--- config.mk ---
export PLATFORM = sky130hd
export DESIGN_NAME = vdp_io_port
export DESIGN_NICKNAME = d
export VERILOG_FILES = /design/src/rtl/vdp_io_port.sv
export SDC_FILE = /design/constraint.sdc
export NUM_CORES = 1
export LEC_CHECK = 0
export ABC_AREA = 1
export CAP_MARGIN = 20
export CELL_PAD_IN_SITES_DETAIL_PLACEMENT = 0
export CELL_PAD_IN_SITES_GLOBAL_PLACEMENT = 1
export CORE_ASPECT_RATIO = 0.9
export CORE_MARGIN = 2
export CORE_UTILIZATION = 36
export DETAILED_ROUTE_END_ITERATION = 7
export GPL_ROUTABILITY_DRIVEN = 0
export PLACE_DENSITY = 0.88
export SLEW_MARGIN = 10
export SYNTH_ARGS = -nofsm -noshare
export SYNTH_HDL_FRONTEND = slang
export SYNTH_SLANG_ARGS = --single-unit
--- constraint.sdc ---
create_clock -name clk_100 -period 1.65 [get_ports clk_100]
set_input_delay 0.2475 -clock clk_100 [delete_from_list [all_inputs] [get_ports clk_100]]
set_output_delay 0.2475 -clock clk_100 [all_outputs]
set_load 0.1 [all_outputs]
--- src/rtl/vdp_io_port.sv ---
// CPU-facing I/O front end of the VDP: decodes Z80 data/control port accesses
// into VRAM requests, register writes and CRAM writes.
module vdp_io_port #(
  parameter int ADDR_W = 14,
  parameter int RD_LAT = 2
) (
  input  logic              clk_100,
  input  logic              rst_L,
  input  logic [7:0]        cpu_data_in,
  input  logic              cpu_port_sel,
  input  logic              cpu_wr,
  input  logic              cpu_rd,
  output logic [7:0]        cpu_data_out,
  output logic              cpu_busy,
  output logic [ADDR_W-1:0] io_addr,
  output logic [7:0]        io_wdata,
  output logic              io_we,
  output logic              io_re,
  input  logic              vram_grant,
  input  logic [7:0]        io_data_out,
  output logic              reg_we,
  output logic [3:0]        reg_idx,
  output logic [7:0]        reg_data,
  output logic              cram_we,
  output logic [4:0]        cram_addr,
  output logic [7:0]        cram_data,
  input  logic [7:0]        status_in,
  output logic              status_rd
);

  localparam int CNT_W = $clog2(RD_LAT + 1) + 1;

  typedef enum logic [1:0] {IDLE, WR_REQ, RD_REQ, RD_WAIT} state_t;

  state_t            state_reg;
  logic [ADDR_W-1:0] addr_reg;
  logic [1:0]        code_reg;
  logic              latch_first_reg;
  logic [7:0]        rbuf_reg;
  logic [CNT_W-1:0]  cnt_reg;

  // rbuf doubles as the write-data latch: a data write always loads it first.
  assign io_addr  = addr_reg;
  assign io_wdata = rbuf_reg;
  assign io_we    = (state_reg == WR_REQ);
  assign io_re    = (state_reg == RD_REQ);
  assign cpu_busy = (state_reg != IDLE);

  always_ff @(posedge clk_100 or negedge rst_L) begin
    if (!rst_L) begin
      state_reg       <= IDLE;
      addr_reg        <= '0;
      code_reg        <= 2'd0;
      latch_first_reg <= 1'b0;
      rbuf_reg        <= 8'h00;
      cnt_reg         <= '0;
      cpu_data_out    <= 8'h00;
      reg_we          <= 1'b0;
      reg_idx         <= 4'h0;
      reg_data        <= 8'h00;
      cram_we         <= 1'b0;
      cram_addr       <= 5'h00;
      cram_data       <= 8'h00;
      status_rd       <= 1'b0;
    end else begin
      reg_we    <= 1'b0;
      cram_we   <= 1'b0;
      status_rd <= 1'b0;

      // Status reads are serviced in every state; a concurrent write wins.
      if (!cpu_wr && cpu_rd && cpu_port_sel) begin
        cpu_data_out    <= status_in;
        status_rd       <= 1'b1;
        latch_first_reg <= 1'b0;
      end

      case (state_reg)
        IDLE: begin
          if (cpu_wr && cpu_port_sel) begin
            if (!latch_first_reg) begin
              addr_reg[7:0]   <= cpu_data_in;
              latch_first_reg <= 1'b1;
            end else begin
              latch_first_reg       <= 1'b0;
              code_reg              <= cpu_data_in[7:6];
              addr_reg[ADDR_W-1:8]  <= cpu_data_in[ADDR_W-9:0];
              case (cpu_data_in[7:6])
                2'd0: state_reg <= RD_REQ;
                2'd2: begin
                  reg_we   <= 1'b1;
                  reg_idx  <= cpu_data_in[3:0];
                  reg_data <= addr_reg[7:0];
                end
                default: ;
              endcase
            end
          end else if (cpu_wr) begin
            latch_first_reg <= 1'b0;
            rbuf_reg        <= cpu_data_in;
            if (code_reg == 2'd3) begin
              cram_we   <= 1'b1;
              cram_addr <= addr_reg[4:0];
              cram_data <= cpu_data_in;
              addr_reg  <= addr_reg + ADDR_W'(1);
            end else begin
              state_reg <= WR_REQ;
            end
          end else if (cpu_rd && !cpu_port_sel) begin
            latch_first_reg <= 1'b0;
            cpu_data_out    <= rbuf_reg;
            state_reg       <= RD_REQ;
          end
        end
        WR_REQ: begin
          if (vram_grant) begin
            addr_reg  <= addr_reg + ADDR_W'(1);
            state_reg <= IDLE;
          end
        end
        RD_REQ: begin
          if (vram_grant) begin
            cnt_reg   <= CNT_W'(RD_LAT);
            state_reg <= RD_WAIT;
          end
        end
        RD_WAIT: begin
          // Capture on the cycle the count reaches zero: RD_LAT cycles after grant.
          cnt_reg <= cnt_reg - CNT_W'(1);
          if (cnt_reg == CNT_W'(1)) begin
            rbuf_reg  <= io_data_out;
            addr_reg  <= addr_reg + ADDR_W'(1);
            state_reg <= IDLE;
          end
        end
        default: state_reg <= IDLE;
      endcase
    end
  end

endmodule

==> results of run 1 <==
==> worst max-delay path: stages, from the launching register on <==
cell	delay, ns
dfrtp_2	0.49
inv_2	0.12
nand2_1	0.12
inv_2	0.10
buf_12	0.17
==> metal layers <==
layer	global-route usage [%]	vias to the layer above	wire (um)
met2	30.91	121	4634
met3	3.756	10	584
met1	25.44	1508	3977
met5	0	-	0
li1	-	1563	-
met4	4.635	0	97
==> cells in the final DEF (no fill, tap or decap), types with 7 or more instances in the layout <==
cell / count
nand2_2: 7
o22ai_1: 9
dfrtp_1: 53
buf_12: 66
nand3_1: 29
buf_4: 13
o21ai_2: 21
nor2_1: 22
dfrtp_2: 11
clkdlybuf4s50_1: 28
inv_1: 45
o21ai_0: 36
nand2_1: 119
clkbuf_8: 10
==> stage by stage <==
step	utilization (%)	hold slack [ns]	instances	setup slack, ns	setup TNS (ns)
after global placement	55.19	0.3083	641	-0.04400	-0.4264
after floorplan	-	-0.04809	418	0.01550	0
after detailed placement	55.19	0.3214	641	-0.1019	-1.468
after CTS	57.59	0.4967	658	0.02438	0
final	57.71	0.4838	659	0.06496	0
after global routing	57.71	0.5430	659	-0.001162	-0.001162
==> worst max-delay path by stage <==
| stage | depth (start not counted) | to |
|---|---|---|
| global placement | 9 | io_addr[12]$_DFFE_PN0P_ |
| global route | 4 | io_re |
| finish | 4 | io_re |
| CTS | 4 | io_re |
| floorplan | 7 | io_addr[13]$_DFFE_PN0P_ |
| detailed placement | 9 | io_addr[12]$_DFFE_PN0P_ |
==> area by class of cell <==
type | instances | share of cell area, %
Clock buffer | 11 | 2.559
Multi-Input combinational cell | 288 | 28.06
Timing Repair Buffer | 109 | 31.03
Sequential cell | 66 | 30.28
Tap cell | 126 | 2.854
Inverter | 54 | 3.805
Clock inverter | 5 | 1.404
==> logic make-up (layout without fill, tap and decap cells) <==
family / Yosys count / in the layout
AO/OA/AOI/OAI: 75 / 75
XOR/XNOR: 1 / 1
adder cells (fa/ha/maj): 3 / 3
buffers and inverters: 64 / 179
flip-flops: 66 / 66
AND/OR/NAND/NOR: 209 / 209
==> what timing repair did <==
| action | 4_1_cts | 5_1_grt |
|---|---|---|
| endpoints found under the setup margin | 1 | 2 |
| hold endpoints to repair | 25 | 0 |
| resized for setup | 2 | 3 |
| buffers inserted | 0 | 1 |
| hold buffers | 1 | 0 |
==> results.tsv, run 1 <==
metric	value	unit
Top Ports	91	
DR vias	3202	
Die ar.	0.01053	mm^2
Avg WL per Cell	14.10	um
core area	0.009572	mm^2
worst slew pin tran	0.6801	ns
post-route design area	0.005524	mm^2
Area after DPL	0.005283	mm^2
critical path required time	1.40	ns
layout cell share with drive strength beyond 1	31.33	%
GR Util All Layers	18.82	%
max reg flops	14	
total CTS buffers	9	
post-synthesis simple-gate area fraction	29.24	%
origin of the critical flop-to-flop path	state_reg[0]$_DFFE_PN0P_	
min-delay worst type	input pin to async pin	
# port buffers	90	
CP arrival	1.34	ns
Setup crit start	state_reg[0]$_DFFE_PN0P_	
mux contribution to synthesized area	0	%
fmax	0.6309	GHz
worst reg2reg endpoint	io_addr[12]$_DFFE_PN0P_	
asr flop ratio synth	100.0	%
Synth area leader	dfrtp_1	
Worst slew margin	54.66	%
Synth Area in Compound Gates	13.58	%
Pins Over Slew Limit	0	
buffer levels on the longest clock path	2	
Worst-Skew Late Latency	0.33	ns
Worst Setup End Kind	primary output	
register area share after synthesis	47.18	%
area of the mapped netlist	0.003501	mm^2
GRT overflow	0	
Remaining DRCs	0	
starting DRC count in detailed routing	180	
clock sinks	66	
Crit Path Category	flop to primary output	
starting density of the core	36.58	%
# H-tree levels	3	
# rows	34	
dominant synthesized flop cell	dfrtp_1	
crit path launch type	flop	
final wirelength	9294	um
crit path max fanout	8	
minimum clock period	1.585	ns
Fin. Hold Viols	0	
share of the synthesized area in the top cell type	47.18	%
Seq. cell area	0.001673	mm^2
#FFs+latches synth	66	
clk root buf	clkbuf_8	
top cells by area, synth	dfrtp_1 47%, nand2_1 13%, o21ai_2 5.3%	
Final setup viols	0	
run status	finished clean	
final-layout fill cell count	825	
Pre-antenna DRT Iters	4	
syn avg cell area	8.375	um^2
fraction of the mapped netlist area in adder cells	1.072	%
final clock skew	0.005756	ns
die height	97.55	um
YS warnings	0	
EDFF count, synth	0	
initial antenna violation count	0	
Reg clk slew, reported paths	0.07	ns
Nets	561	
ANT nets after route	0	
largest family of logic cells by synthesized area	simple AND/OR/NAND/NOR gates	
Worst Reg-to-Reg Cells	7	
DP HPWL	7396	um
xor and xnor fraction of the mapped netlist area	0.2502	%
cell with the most instances after synthesis	nand2_1	
largest net degree at the start of global routing	28	
Max-Cap Viols	0	
Synth-to-Final Area Change	57.79	%
R2R Setup Slk	0.15	ns
Distinct cells, synth	34	
top post-synthesis cells by count	119 x nand2_1, 66 x dfrtp_1, 47 x inv_1, 36 x o21ai_0, 29 x nand3_1	
period utilization	96.06	%
Ant. Diodes	0	
multi-input logic area	0.001550	mm^2
first-pass GRT wire length	15680	um
vias in the first global route	3246	
TritonCTS clock tree	done	
syn nets	451	
Mapped Cells	418	
vias per inst	4.859	
Die X	107.9	um
Power of run 1 is not shown: default switching activity piles up to over one toggle a cycle in this logic, so the estimate is an artifact.
==> inputs of run 2 (changes only) <==
- CORE_UTILIZATION: 36 -> 32
- PLACE_DENSITY: 0.88 -> 0.84
- clock period: 1.65 -> 1.38 ns (I/O delays scaled with it)
==> run 2 against run 1 <==
  * Worst setup slack got worse by 0.26 ns
  * Highest routed layer unchanged
  * Utilization increased by 1.5 points
  * Critical path type is now flop to flop
  * The run now ends with negative setup slack left
  * Register-to-register slack worse by 0.34 ns
  * Clock skew is essentially flat
  * Cell area rose by 15%
==> results.tsv, run 2 (synthesized netlist as in run 1, its figures left out) <==
metric	value	unit	change
run status	finished, violations left		
violated checks	negative setup slack		
Setup WS post-layout	-0.1922	ns	-0.2571 ns
R2R Setup Slk	-0.19	ns	-0.34 ns
final clock skew	0.005937	ns	+0.0001812 ns
Fin. Hold Viols	0		unchanged
period utilization	113.9	%	
worst reg2reg endpoint	io_wdata[3]$_DFFE_PN0P_		
clock sinks	66		unchanged
max reg flops	14		unchanged
starting DRC count in detailed routing	201		+12%
vias per inst	4.910		+1.0%
Synth-to-Final Area Change	82.09	%	
Final setup viols	62		+62
final-layout fill cell count	857		+3.9%
commonest non-fill, non-tap cell in the layout	nand2_1		
Ant. Diodes	0		unchanged
crit path launch type	flop		
initial antenna violation count	0		unchanged
Crit Path Category	flop to flop		
core area	0.01077	mm^2	+12%
GRT overflow	0		unchanged
buffer levels on the longest clock path	2		unchanged
Max-Cap Viols	0		unchanged
first-pass GRT wire length	16700	um	+6.6%
clk root buf	clkbuf_16		
layout cell share with drive strength beyond 1	46.02	%	+15 points
starting density of the core	32.52	%	-4.1 points
die height	103.2	um	+5.8%
Worst Setup End Kind	flop		
Post-Route Setup TNS	-6.669	ns	-6.669 ns
origin of the critical flop-to-flop path	state_reg[1]$_DFFE_PN0P_		
Die ar.	0.01179	mm^2	+12%
ANT nets after route	0		unchanged
min-delay worst type	input pin to async pin		
RSZ-0062 raised after global routing	yes		
Nets	593		+5.7%
commonest cells after routing, fill and taps aside	87 x nand2_1, 68 x buf_12, 50 x dfrtp_1, 41 x inv_1, 35 x o21ai_2		
final wirelength	11090	um	+19%
CP arrival	1.79	ns	+0.45 ns
Pre-antenna DRT Iters	4		unchanged
Reg clk slew, reported paths	0.06	ns	about the same
Worst slew margin	76.56	%	+22 points
Worst-Skew Late Latency	0.33	ns	about the same
crit path max fanout	8		unchanged
Die X	114.3	um	+5.8%
DP HPWL	7293	um	-1.4%
Top Ports	91		unchanged
Remaining DRCs	0		unchanged
Avg WL per Cell	15.89	um	+13%
DR vias	3427		+7.0%
vias in the first global route	3364		+3.6%
TritonCTS clock tree	done		
# port buffers	90		unchanged
Seq. cell area	0.001699	mm^2	+1.6%
total CTS buffers	9		unchanged
Pins Over Slew Limit	0		unchanged
Worst Reg-to-Reg Cells	9		+2
multi-input logic area	0.001888	mm^2	+22%
Area after DPL	0.005449	mm^2	+3.2%
minimum clock period	1.572	ns	
GR Util All Layers	18.17	%	-0.65 points
worst slew pin tran	0.3480	ns	-0.3321 ns
fmax	0.6361	GHz	
critical path required time	1.60	ns	+0.20 ns
largest net degree at the start of global routing	67		+140%
post-route design area	0.006375	mm^2	+15%
# H-tree levels	3		unchanged
# rows	36		+5.9%
## run 2: worst max path at each step
stage | from | to | slack [ns]
after global routing | state_reg[1]$_DFFE_PN0P_ | cpu_data_out[7]$_DFF_PN0_ | -0.23
after global placement | cpu_wr | io_addr[0]$_DFFE_PN0P_ | -0.27
final | state_reg[1]$_DFFE_PN0P_ | io_wdata[3]$_DFFE_PN0P_ | -0.19
after CTS | state_reg[1]$_DFFE_PN0P_ | io_we | -0.18
after floorplan | io_addr[0]$_DFFE_PN0P_ | io_addr[12]$_DFFE_PN0P_ | -0.07
after detailed placement | cpu_wr | cpu_data_out[2]$_DFF_PN0_ | -0.35
## run 2: worst max-delay path, cell delays in order (launching register included)
cell and delay, ns:
dfrtp_2 0.46, buf_6 0.14, nor2_4 0.17, buf_12 0.15, nand2_8 0.07, nand3_4 0.12
nor2_8 0.06, buf_12 0.15, nand2_2 0.08, o21ai_2 0.06
## run 2: timing repair
item / in CTS / in global routing
setup endpoints to repair: 57 / 57
endpoints found under the hold margin: 66 / 0
cloned: 2 / 4
hold buffers: 1 / 0
setup buffers: 8 / 8
gates resized for setup: 26 / 83
pin swaps: 2 / 12
## run 2: final cells by class
type	count	area share, %
multi-input combinational	289	29.62
sequential	66	26.65
clock inverter	5	0.8636
inverter	54	3.729
tap	133	2.610
timing repair buffer	140	32.88
clock buffer	11	3.651
## run 2: routing by layer
layer / up-vias / global-route usage [%] / part of all wire, %
met5: - / 0 / 0
met4: 0 / 7.129 / 1.9
met3: 19 / 3.089 / 3.3
met2: 80 / 31.50 / 51
met1: 1675 / 22.92 / 44
li1: 1653 / - / -
## run 2: per-stage QoR
step           worst slack [ns]  hold slack (ns)  cells  util, %
2_1_floorplan          -0.06537         -0.08859    418        -
3_3_place_gp            -0.2745           0.2517    659    50.62
3_5_place_dp            -0.3525           0.2542    659    50.62
4_1_cts                 -0.1793           0.4418    686    54.88
5_1_grt                 -0.2306           0.4706    698    59.22
6_report                -0.1922           0.4153    698    59.22
Power of run 2 is left out for the same reason.
==> patch 1 (flow settings as in run 2) <==
Re-encode `state_t` (4 states) as one-hot, 4 bits wide.
--- a/src/rtl/vdp_io_port.sv
+++ b/src/rtl/vdp_io_port.sv
@@ -30,7 +30,7 @@
 
   localparam int CNT_W = $clog2(RD_LAT + 1) + 1;
 
-  typedef enum logic [1:0] {IDLE, WR_REQ, RD_REQ, RD_WAIT} state_t;
+  typedef enum logic [3:0] {IDLE = 4'b0001, WR_REQ = 4'b0010, RD_REQ = 4'b0100, RD_WAIT = 4'b1000} state_t;
 
   state_t            state_reg;
   logic [ADDR_W-1:0] addr_reg;
Formal check against the unedited RTL: same outputs for any inputs over 4 cycles, from zero or initial values and one cycle with rst_L low; so few cycles prove little.
==> patch 1 against run 2 <==
  * The flow still finishes with violations (setup timing)
  * Worst setup slack worse by 0.091 ns
  * Final area rose by 4.9%
  * Highest routed layer unchanged
  * Fmax fell by 5.5%
  * Worst hold slack worse by 0.026 ns
  * Area after synthesis grew 2.5%
  * Wire length is 8.4% higher
  * Largest cell class unchanged
  * Sequential cell count increased by 2
==> patch 1: results (changes against run 2) <==
- The number of levels in the clock H-tree was 3 (unchanged).
* Final TNS setup: -14.52 ns (-7.851 ns)
* 1st-iter DRT viols: 230 (+14%)
- The fill cell total of the finished layout was 876 (+2.2%).
- The wire length of the first global-routing pass came to 18.42 mm (+10%).
- Slowest stage cell, crit path: sky130_fd_sc_hd__dfstp_2
- The number of cells after detailed placement is 719 (+9.1%).
- The number of warning messages in the yosys log came to 0 (unchanged).
- Number of flip-flops under the largest register name: 14 (unchanged)
* Worst r2r dst: io_addr[9]
- Fin worst setup slack: -0.2830 ns (-0.09083 ns)
* Vias in the first global route: 3597 (+6.9%)
- Tightest slew margin relative to the limit: 63.32% (-13 points)
* Buffers from clock root to sink, at most: 2 (unchanged)
- By count the netlist is led by 139 x sky130_fd_sc_hd__nand2_1, 67 x sky130_fd_sc_hd__dfrtp_1, 43 x sky130_fd_sc_hd__inv_1.
* Failing checks: setup timing
- Pin count of the biggest net entering global routing: 27 (-60%)
- Global-route usage over all layers: 19.37% (+1.2 points)
- Cell leakage power: 3.060 nW
- Dominant register cell in the synthesized netlist: sky130_fd_sc_hd__dfrtp_1
- The run finished, with violations left.
- The post-synth net total was 481 (+6.7%).
- The final worst clock skew came to 0.01016 ns (+0.004225 ns).
* Worst stage delay on the critical path: 0.62 ns (+0.16 ns)
* Yosys cell types: 32 (-5.9%)
- The final non-filler cell total was 760 (+8.9%).
* Cell types occupying the most area after synthesis: sky130_fd_sc_hd__dfrtp_1 47%, sky130_fd_sc_hd__nand2_1 15%, sky130_fd_sc_hd__inv_1 4.5%
* Pre-Repair DR Iteration Count: 5 (+1)
- The via count of the routed design was 3660 (+6.8%).
* Fraction of layout cells with a size suffix above 1: 45.56% (-0.46 points)
- The post-synthesis sequential area ratio is 47.45% (+0.28 points).
* CP max FO: 5 (-3)
- The number of buffers inserted by post-CTS setup repair is 9 (+1).
* ANT nets after route: 0 (unchanged)
- Place WS: -0.3150 ns (+0.03750 ns)
- Critical path class: reg -> reg
* Data arrival at the endpoint of the critical path: 1.92 ns (+0.13 ns)
- Critical R2R Launch: state_reg[0]
* Clock transition at path regs: 0.06 ns (about the same)
* WL per Instance: 15.82 um (-0.47%)
- The post-place instance area was 5690 um^2 (+4.4%).
- The count of endpoints failing setup in the final report is 69 (+11%).
* Depth of the worst register-to-register path: 9 (unchanged)
- Area of the multi-input gates: 2106 um^2 (+12%)
- Quantity of gates resized following cts: 34 (+31%)
- The tightest hold margin was 0.3897 ns (-0.02558 ns).
- Post-DP HPWL: 7.856 mm (+7.7%)
- Gate count of the mapped netlist: 448 (+7.2%)
- NumNets Final: 636 (+7.3%)
## patch 1: area by class of cell
type                       count  share of cell area, %
sequential                    68                  26.00
clock inverter                 3                 0.6734
tap                          152                  2.843
multi-input combinational    322                  31.48
clock buffer                  13                  3.891
timing repair buffer         153                  32.30
inverter                      49                  2.806
## patch 1: layer usage
metal,vias to the layer above,track usage [%],part of all wire [%]
met3,16,5.478,5.4
met5,-,0,0
met1,1787,26.65,42
met2,108,29.62,51
li1,1749,-,-
met4,0,5.697,1.7
## patch 1: logic make-up (layout without fill, tap and decap cells)
family / count (synthesis) / count (layout) / share of synthesized area [%]
flops: 68 / 68 / 47.45
fa+ha+maj: 3 / 3 / 1.046
compound gates: 75 / 75 / 12.73
simple gates: 238 / 241 / 30.54
buf+inv: 61 / 218 / 7.496
xor+xnor: 3 / 3 / 0.7324
==> patch 2 (config.mk and constraints of run 2) <==
Without the edit above. The parameter `ADDR_W` goes from 14 to 12.
--- a/src/rtl/vdp_io_port.sv
+++ b/src/rtl/vdp_io_port.sv
@@ -1,7 +1,7 @@
 // CPU-facing I/O front end of the VDP: decodes Z80 data/control port accesses
 // into VRAM requests, register writes and CRAM writes.
 module vdp_io_port #(
-  parameter int ADDR_W = 14,
+  parameter int ADDR_W = 12,
   parameter int RD_LAT = 2
 ) (
   input  logic              clk_100,
Ports: changed (resized io_addr); port bits go from 91 to 89. No check against the original RTL was run, so the function may have changed too.
==> patch 2 against run 2 <==
  * The flow still finishes with violations (setup timing)
  * Final area down 10%
  * Wire length shrank 10%
  * Worst hold slack worse by 0.13 ns
  * Sequential share of layout area up 1.6 points
  * Sequential cell count down 2
  * Worst setup slack lost 0.018 ns
  * Area after synthesis decreased by 11%
Power is left out: the tool's default activity adds up to more than one toggle a clock period on the data nets, which glitch-free logic cannot reach.
==> patch 2: results (changes against run 2) <==
- Library cell used as clock root buffer: sky130_fd_sc_hd__clkbuf_8
- Total Wirelength: 9.945 mm (-10%)
- The post-synthesis cell type count is 27 (-21%).
- Compound-cell area share of the yosys netlist: 13.51% (-0.071 points)
- The total iterations of the first detailed-routing run was 4 (unchanged).
- Post-DP HPWL: 7.285 mm (about the same)
- The post-place instance area was 5110 um^2 (-6.2%).
- Tightest slew margin relative to the limit: 66.03% (-11 points)
- Fraction of registers with async set/reset: 100.0% (unchanged)
- Clock latency on the worst-skew pair, taken at its later pin, is 0.34 ns.
- The fill cell total of the finished layout came to 793 (-7.5%).
- Family of cells with the greatest summed delay on the critical path: simple AND/OR/NAND/NOR gates
- Data arrival at the endpoint of the critical path: 1.81 ns (+0.02 ns)
- The flip-flop count of the largest register after layout came to 12 (-2).
- The number of warning messages in the yosys log came to 0 (unchanged).
- The final worst slack was -0.2102 ns (-0.01802 ns).
- The final worst clock skew came to 0.01158 ns (+0.005642 ns).
- Commonest cells in the netlist: 113 x sky130_fd_sc_hd__nand2_1, 68 x sky130_fd_sc_hd__o21ai_0, 64 x sky130_fd_sc_hd__dfrtp_1
- Arithmetic-cell share of the synthesized area counting full adders, half adders and majority gates: 1.206% (+0.13 points)
- Num CTS Buffers: 9 (unchanged)
- The length in cells of the worst reg-to-reg path came to 8 (-1).
- Worst stage delay on the critical path: 0.46 ns (about the same)
- The mean number of vias per cell was 4.799 (-2.3%).
* Maximum level of the CTS H-tree: 3 (unchanged)
- Clock transition at path regs: 0.08 ns (+0.02 ns)
- DR vias: 3220 (-6.0%)
* CP max FO: 7 (-1)
- The initial detailed-routing violation count is 194 (-3.5%).
- In this run the worst hold path is classified as in -> async.
* Failing checks: setup timing
- The post-synth net total came to 423 (-6.2%).
- Number of endpoints failing setup at the final stage: 60 (-3.2%)
- Place WS: -0.3721 ns (-0.01963 ns)
- NumNets Final: 573 (-3.4%)
- The number of cells after detailed placement is 640 (-2.9%).
- Buffers added on ports: 88 (-2.2%)
- Diodes inserted: 0 (unchanged)
* Xor/xnor cell area share of the yosys netlist: 0.5629% (+0.31 points)
* Antenna violations before repair: 0 (unchanged)
- The met3 track utilization from global routing was 4.628% (+1.5 points).
- Synthesized area per cell: 7.979 um^2 (-4.7%)
- The worst-case clock buffer depth was 2 (unchanged).
- The post-synthesis mux area share came to 0% (unchanged).
- Run status: finished with violations
* Slowest stage cell, crit path: sky130_fd_sc_hd__dfrtp_2
- Fraction of layout cells with a size suffix above 1: 37.61% (-8.4 points)
* Pin count of the biggest net entering global routing: 32 (-52%)
* Share of the yosys chip area belonging to registers: 51.47% (+4.3 points)
- Wire length of the first global-routing pass: 15.34 mm (-8.2%)
* Met1 track utilization from global routing: 25.26% (+2.3 points)
- Vias in the first global route: 3105 (-7.7%)
- The met2 routing resource usage after global routing was 30.00% (-1.5 points).
- Ranked by total cell area, the synthesized netlist is headed by sky130_fd_sc_hd__dfrtp_1 51%, sky130_fd_sc_hd__nand2_1 14%, sky130_fd_sc_hd__o21ai_0 11%.
* Global-route usage over all layers: 18.54% (+0.37 points)
patch 2: final cells by class:
class                           count  share of cell area [%]
Multi-Input combinational cell    265                   25.48
Timing Repair Buffer              148                   36.33
Sequential cell                    64                   28.27
Inverter                           52                   3.583
Tap cell                          126                   2.753
Clock buffer                       10                   2.403
Clock inverter                      6                   1.180
patch 2: routing by layer:
layer	wire [um]	up-vias
li1	-	1567
met1	4353	1569
met2	5095	76
met3	401	8
met4	95	0
met5	0	-
patch 2: final timing paths:
path                              start              end  slack, ns
max                        state_reg[0]       reg_idx[0]      -0.21
min in group clk_100       status_in[6]  cpu_data_out[6]       0.49
min                               rst_L       cnt_reg[1]       0.28
min reg2reg                 code_reg[1]      code_reg[1]       0.49
max reg2reg                state_reg[0]       reg_idx[0]      -0.21
max in group asynchronous         rst_L  cpu_data_out[6]       0.50
patch 2: cell families (layout without fill, tap and decap cells):
family	Yosys count	count (layout)
AND/OR/NAND/NOR	179	179
AO/OA/AOI/OAI	81	81
flip-flops	64	64
buffers and inverters	61	216
adder cells (fa/ha/maj)	3	3
XOR/XNOR	2	2
patch 2: stage by stage:
step,setup TNS [ns],hold WS [ns],utilization (%)
2_1_floorplan,-4.486,-0.08859,-
3_3_place_gp,-13.00,0.09797,53.39
3_5_place_dp,-14.39,0.1049,53.39
4_1_cts,-5.524,0.2776,56.25
5_1_grt,-12.25,0.2977,59.83
6_report,-8.588,0.2817,59.83
patch 2: repair_timing:
item / 4_1_cts / 5_1_grt
setup endpoints to repair: 45 / 62
pin swaps: 0 / 8
resized for setup: 5 / 82
setup buffers: 4 / 6
cloned: 0 / 4
hold endpoints to repair: 9 / 0
hold buffers: 1 / 0
